### config.mk
export PLATFORM = sky130hd
export DESIGN_NAME = k12a_sequencer_flat
export DESIGN_NICKNAME = d
export VERILOG_FILES = /design/src/rtl/k12a_sequencer_if.sv /design/src/rtl/k12a_sequencer.sv /design/src/flat_wrapper.sv
export SDC_FILE = /design/constraint.sdc
export NUM_CORES = 1
export LEC_CHECK = 0
export BUFFER_PORTS_ARGS = -buffer_cell sky130_fd_sc_hd__buf_2
export CAP_MARGIN = 15
export CORE_MARGIN = 2
export CORE_UTILIZATION = 50
export DETAILED_ROUTE_END_ITERATION = 8
export PLACE_DENSITY = 0.83
export SYNTH_ARGS = -nofsm -noshare
export SYNTH_HDL_FRONTEND = slang
export SYNTH_SLANG_ARGS = --single-unit
### constraint.sdc
create_clock -name clk -period 2.6 [get_ports clk]
set_input_delay 0.13 -clock clk [delete_from_list [all_inputs] [get_ports clk]]
set_output_delay 0.13 -clock clk [all_outputs]
set_load 0.005 [all_outputs]
### src/rtl/k12a_sequencer_if.sv
// K12A sequencer state type and the decoder <-> sequencer interface.
// The slave side is the sequencer. The master side is the decoder/datapath.

package k12a_seq_pkg;
   typedef enum logic [2:0] {
      STATE_FETCH1 = 3'd0,
      STATE_FETCH2 = 3'd1,
      STATE_FETCH3 = 3'd2,
      STATE_EXEC   = 3'd3,
      STATE_POP    = 3'd4,
      STATE_RJMP   = 3'd5,
      STATE_HALT   = 3'd6,
      STATE_IRQ    = 3'd7
   } state_t;
endpackage

interface k12a_sequencer_if;
   import k12a_seq_pkg::*;

   state_t dec_next_state;
   logic   dec_mem_enable;
   logic   mem_ready;
   logic   wake;
   logic   irq;
   logic   irq_mask;
   state_t state;
   logic   commit;
   logic   mem_hold;
   logic   irq_ack;
   logic   bus_error;
   logic   halted;

   modport master (
      output dec_next_state, dec_mem_enable, mem_ready, wake, irq, irq_mask,
      input  state, commit, mem_hold, irq_ack, bus_error, halted
   );

   modport slave (
      input  dec_next_state, dec_mem_enable, mem_ready, wake, irq, irq_mask,
      output state, commit, mem_hold, irq_ack, bus_error, halted
   );
endinterface

### src/rtl/k12a_sequencer.sv
// K12A state register and cycle sequencer.
// The sequencer decides when the decoder's next_state is taken. Memory states are
// stretched for wait states and mem_ready, and are aborted into HALT on timeout.
// HALT is left on wake or on an interrupt. An interrupt is entered only at an
// EXEC->FETCH1 boundary, or directly from HALT.
//
//  state        | meaning
//  STATE_FETCH1 | first fetch cycle, reset target
//  STATE_FETCH2 | second fetch cycle
//  STATE_FETCH3 | third fetch cycle
//  STATE_EXEC   | execute; irq entry is checked on its commit to FETCH1
//  STATE_POP    | stack pop, never interrupted
//  STATE_RJMP   | relative jump, never interrupted
//  STATE_HALT   | stopped; left on wake_s or an unmasked irq_s
//  STATE_IRQ    | interrupt vector entry (push pc), then FETCH1

module k12a_sequencer
   import k12a_seq_pkg::*;
#(
   parameter int MEM_WAIT    = 0,
   parameter int MEM_TIMEOUT = 64,
   parameter int WAKE_SYNC   = 2,
   parameter int IRQ_ENABLE  = 1
) (
   input  logic              clk,
   input  logic              rst_n,
   k12a_sequencer_if.slave   bus_if
);

   localparam int CW = $clog2(MEM_TIMEOUT + 1);

   state_t                state_q, state_d;
   logic [CW-1:0]         wait_q, wait_d;
   logic                  irq_ack_q, irq_ack_d;
   logic                  bus_error_q, bus_error_d;
   logic [WAKE_SYNC-1:0]  wake_sync_q, irq_sync_q;
   logic                  wake_s, irq_s, irq_take, wait_met, commit_c, mem_hold_c;

   assign wake_s   = wake_sync_q[WAKE_SYNC-1];
   assign irq_s    = irq_sync_q[WAKE_SYNC-1];
   assign irq_take = irq_s & ~bus_if.irq_mask & (IRQ_ENABLE != 0);

   // With no wait states the minimum-hold condition is always satisfied.
   if (MEM_WAIT == 0) begin : g_no_wait
      assign wait_met = 1'b1;
   end else begin : g_wait
      assign wait_met = (wait_q >= CW'(MEM_WAIT));
   end

   // Synchronise the asynchronous wake and irq inputs.
   always_ff @(posedge clk or negedge rst_n) begin
      if (!rst_n) begin
         wake_sync_q <= '0;
         irq_sync_q  <= '0;
      end else begin
         for (int i = WAKE_SYNC - 1; i > 0; i--) begin
            wake_sync_q[i] <= wake_sync_q[i-1];
            irq_sync_q[i]  <= irq_sync_q[i-1];
         end
         wake_sync_q[0] <= bus_if.wake;
         irq_sync_q[0]  <= bus_if.irq;
      end
   end

   // State register, wait counter and the one-cycle event pulses.
   always_ff @(posedge clk or negedge rst_n) begin
      if (!rst_n) begin
         state_q     <= STATE_FETCH1;
         wait_q      <= '0;
         irq_ack_q   <= 1'b0;
         bus_error_q <= 1'b0;
      end else begin
         state_q     <= state_d;
         wait_q      <= wait_d;
         irq_ack_q   <= irq_ack_d;
         bus_error_q <= bus_error_d;
      end
   end

   // Decide commit/stretch, the next state and the pending pulses.
   always_comb begin
      state_d     = state_q;
      wait_d      = wait_q;
      commit_c    = 1'b0;
      mem_hold_c  = 1'b0;
      irq_ack_d   = 1'b0;
      bus_error_d = 1'b0;
      if (state_q == STATE_HALT) begin
         commit_c = 1'b1;
         wait_d   = '0;
         // The interrupt takes priority over wake when both arrive together.
         if (irq_take) begin
            state_d   = STATE_IRQ;
            irq_ack_d = 1'b1;
         end else if (wake_s) begin
            state_d = STATE_FETCH1;
         end
      end else begin
         if (bus_if.dec_mem_enable) begin
            commit_c   = wait_met & bus_if.mem_ready;
            mem_hold_c = ~commit_c;
         end else begin
            commit_c = 1'b1;
         end
         if (commit_c) begin
            wait_d = '0;
            if (state_q == STATE_EXEC && bus_if.dec_next_state == STATE_FETCH1 && irq_take) begin
               state_d   = STATE_IRQ;
               irq_ack_d = 1'b1;
            end else begin
               state_d = bus_if.dec_next_state;
            end
         end else if (wait_q == CW'(MEM_TIMEOUT - 1)) begin
            // Abort without committing, so no register store happens.
            bus_error_d = 1'b1;
            state_d     = STATE_HALT;
            wait_d      = '0;
         end else if (wait_q != CW'(MEM_TIMEOUT)) begin
            wait_d = wait_q + CW'(1);
         end
      end
   end

   assign bus_if.state     = state_q;
   assign bus_if.commit    = commit_c;
   assign bus_if.mem_hold  = mem_hold_c;
   assign bus_if.irq_ack   = irq_ack_q;
   assign bus_if.bus_error = bus_error_q;
   assign bus_if.halted    = (state_q == STATE_HALT);

endmodule
### src/flat_wrapper.sv
// flat-port wrapper written by rule: the top's interface ports become plain ports
module k12a_sequencer_flat import k12a_seq_pkg::*;
#(
   parameter int MEM_WAIT    = 0,
   parameter int MEM_TIMEOUT = 64,
   parameter int WAKE_SYNC   = 2,
   parameter int IRQ_ENABLE  = 1
)
  (clk, rst_n, bus_if_dec_next_state, bus_if_dec_mem_enable, bus_if_mem_ready, bus_if_wake, bus_if_irq, bus_if_irq_mask, bus_if_state, bus_if_commit, bus_if_mem_hold, bus_if_irq_ack, bus_if_bus_error, bus_if_halted);
  k12a_sequencer_if bus_if_i ();
  input  logic clk;
  input  logic rst_n;
  input wire logic [$bits(bus_if_i.dec_next_state)-1:0] bus_if_dec_next_state;
  input wire logic [$bits(bus_if_i.dec_mem_enable)-1:0] bus_if_dec_mem_enable;
  input wire logic [$bits(bus_if_i.mem_ready)-1:0] bus_if_mem_ready;
  input wire logic [$bits(bus_if_i.wake)-1:0] bus_if_wake;
  input wire logic [$bits(bus_if_i.irq)-1:0] bus_if_irq;
  input wire logic [$bits(bus_if_i.irq_mask)-1:0] bus_if_irq_mask;
  output wire logic [$bits(bus_if_i.state)-1:0] bus_if_state;
  output wire logic [$bits(bus_if_i.commit)-1:0] bus_if_commit;
  output wire logic [$bits(bus_if_i.mem_hold)-1:0] bus_if_mem_hold;
  output wire logic [$bits(bus_if_i.irq_ack)-1:0] bus_if_irq_ack;
  output wire logic [$bits(bus_if_i.bus_error)-1:0] bus_if_bus_error;
  output wire logic [$bits(bus_if_i.halted)-1:0] bus_if_halted;
  assign bus_if_i.dec_next_state = bus_if_dec_next_state;
  assign bus_if_i.dec_mem_enable = bus_if_dec_mem_enable;
  assign bus_if_i.mem_ready = bus_if_mem_ready;
  assign bus_if_i.wake = bus_if_wake;
  assign bus_if_i.irq = bus_if_irq;
  assign bus_if_i.irq_mask = bus_if_irq_mask;
  assign bus_if_state = bus_if_i.state;
  assign bus_if_commit = bus_if_i.commit;
  assign bus_if_mem_hold = bus_if_i.mem_hold;
  assign bus_if_irq_ack = bus_if_i.irq_ack;
  assign bus_if_bus_error = bus_if_i.bus_error;
  assign bus_if_halted = bus_if_i.halted;
  k12a_sequencer #(.MEM_WAIT(MEM_WAIT), .MEM_TIMEOUT(MEM_TIMEOUT), .WAKE_SYNC(WAKE_SYNC), .IRQ_ENABLE(IRQ_ENABLE)) u_core (.clk(clk), .rst_n(rst_n), .bus_if(bus_if_i));
endmodule
==> impl_metrics.tcl <==
set metrics [dict create \
    status "completed" \
    min_period_over_period 0.673 \
    cts_tree "yes" \
    n_antenna_cell 0 \
    drv_cap 0 \
    slew_headroom 0.678 \
    drive_above_1_share 0.269 \
    cts.repair.resized 0 \
    p_leak_nw 0.436 \
    synth.avg_cell_area_um2 10.7 \
    synth-seq-area-share 0.542 \
    die_w_um 42.4 \
    fmax_ghz 0.571 \
    worst_pin_slew_ns 0.477 \
    path_class "register to register" \
    vias 589 \
    drc 0 \
    worstSetupEndpointType "register" \
    seq_area_um2 400 \
    multiInputGateArea_um2 323 \
    io_pins 18 \
    fin_tns_setup_ns 0 \
    clk_latency_ns 0.28 \
    antenna_left 0 \
    via_per_inst 5.45 \
    clock-root-buffer "clkbuf_4" \
    cts_made_buffers 3 \
    yosys_warnings 0 \
    start_util 0.553 \
    startpoint_type "register" \
    areaGrowthSynthToFinish_pct 23.1 \
    placed_cells 101 \
    clk_pin_slew_ns 0.08 \
    htreeDepth 1 \
    synth_top_area_cell "dfrtp_1" \
    grt_pass1_wl_um 2510 \
    syn_nets 81 \
    synth_area_leaders "dfrtp_1 54%, xor2_1 4.7%, nor2_1 4.1%" \
    hold_class "primary input to register" \
    yosys.cell_types.count 30 \
    slew_viol_final 0 \
    ir_drop_mv 0.358 \
    ys_ff_latch 16 \
    final_cell_mix "17 x buf_2, 16 x dfrtp_1, 8 x nor2_1" \
    first_global_vias 572 \
    place.port_buffers 17 \
    fp.dieArea_um2 1800 \
    core-area_um2 1330 \
    layout_commonest_cell "buf_2" \
    finalHoldViolCount 0 \
    setup_viol_count_final 0 \
    cp.required_ns 2.77 \
    cts.sinks 16 \
    synth_cells 69 \
    routabilityCongestion 0.840 \
    drt-wirelength-per-cell_um 12.6 \
    powerDensity_nw_per_um2 662 \
    first_pass_iters 4 \
    fin_skew_ns 0.00139 \
    period_needed_ns 1.75 \
    dp.final_hpwl_um 1020 \
    num-fill-cells 99 \
    overflow 0 \
    drtIter0Drc 25 \
    cp_max_fo 5 \
    dieHeight_um 42.4 \
    arrival_ns 1.92 \
    layoutNonFillerInstCount 108 \
    rsz0062_at_grt "false" \
    nets 106 \
    num_rows 13 \
    grt_antenna_before_repair 0 \
    synth_top_cell_area_share 0.542 \
    clk_path_buf_depth 2 \
    drt_wl_total_um 1360 \
    syn_area_um2 738 \
    grt_max_degree 17 \
    track_usage 0.191 \
]
[flip-flops by register name, indices dropped and copies added (netlist names)]
name                     flops
u_core.bus_if.state          3
u_core.irq_sync_q            2
u_core.bus_if.irq_ack        1
u_core.wake_sync_q           2
u_core.wait_q                7
u_core.bus_if.bus_error      1
[routing by layer]
metal,track usage,vias to the layer above,part of all wire
met5,0,-,0
met2,0.298,13,0.49
li1,-,283,-
met3,0.0905,2,0.046
met1,0.237,291,0.46
met4,0.0500,0,0.0066
[cell type report]
cell class / instances / share of cell area
Multi-Input combinational cell: 49 / 0.355
Clock buffer: 4 / 0.0399
Tap cell: 15 / 0.0207
Timing Repair Buffer: 20 / 0.127
Sequential cell: 16 / 0.441
Inverter: 4 / 0.0165
[what timing repair did]
action                                  in CTS  in global routing
endpoints found under the setup margin       0                  0
hold endpoints to repair                    18                  0
hold buffers                                 3                  0
buffers inserted                             0                  0
[synth_stat cells]
master / instances
nor3b_1: 1
and3_1: 1
a21oi_2: 1
nand2b_1: 2
nor3_1: 1
mux2i_1: 1
ha_1: 2
dfrtp_1: 16
inv_1: 4
xor2_1: 4
mux2_1: 1
o31ai_1: 1
nor2_2: 1
nor4b_1: 1
nand2_1: 4
or3_4: 1
o21bai_1: 1
nor4_1: 1
xnor2_1: 1
a31oi_1: 1
nand3_2: 1
nor2b_1: 1
a21oi_1: 2
and2_1: 1
o211a_1: 1
nand4b_1: 1
nand3b_1: 1
o21ai_0: 3
nor2_1: 8
nand3_1: 4
[power breakdown]
part,internal (mW),switching (mW),total (mW)
Sequential,0.276,0.0290,0.305
Combinational,0.0669,0.0736,0.140
Clock,0.0852,0.0707,0.156
[stage by stage]
| stage | setup slack, ns | hold slack (ns) | instance area, um^2 | total power [mW] | util |
|---|---|---|---|---|---|
| finish | 0.850 | 0.173 | 908 | 0.601 | 0.681 |
| floorplan | 0.949 | -0.166 | 738 | 0.384 | - |
| global route | 0.729 | 0.162 | 908 | 0.646 | 0.681 |
| CTS | 0.844 | 0.166 | 908 | 0.609 | 0.681 |
| global placement | 0.921 | 0.0496 | 842 | 0.442 | 0.631 |
| detailed placement | 0.844 | 0.0547 | 842 | 0.447 | 0.631 |
[path summary, 6_finish.rpt]
check | startpoint | depth (start not counted) | end | slack (ns)
worst max-delay path | u_core.wait_q[1] | 5 | u_core.bus_if.state[2] | 0.85
worst min-delay path | bus_if_dec_next_state[2] | 3 | u_core.bus_if.state[1] | 0.17
worst max register to register | u_core.wait_q[1] | 5 | u_core.bus_if.state[2] | 0.85
min in group asynchronous | rst_n | 2 | u_core.bus_if.state[1] | 0.28
worst min register to register | u_core.wake_sync_q[0] | 0 | u_core.wake_sync_q[1] | 0.36
max in group asynchronous | rst_n | 2 | u_core.wait_q[1] | 2.07
[worst max-delay path, stage by stage, from the launching register on]
cell     delay [ns]
dfrtp_1        0.42
ha_1           0.24
nand3_2        0.11
or3_4          0.40
a21oi_2        0.15
mux2_1         0.32
[cell families after synthesis]
logic type	count (synthesis)	synth area share
AO/OA/AOI/OAI	10	0.0881
XOR/XNOR	5	0.0593
adder cells (fa/ha/maj)	2	0.0339
buffers and inverters	4	0.0203
flip-flops	16	0.542
multiplexers	2	0.0288
AND/OR/NAND/NOR	30	0.227
(Power assumes the default switching activity.)
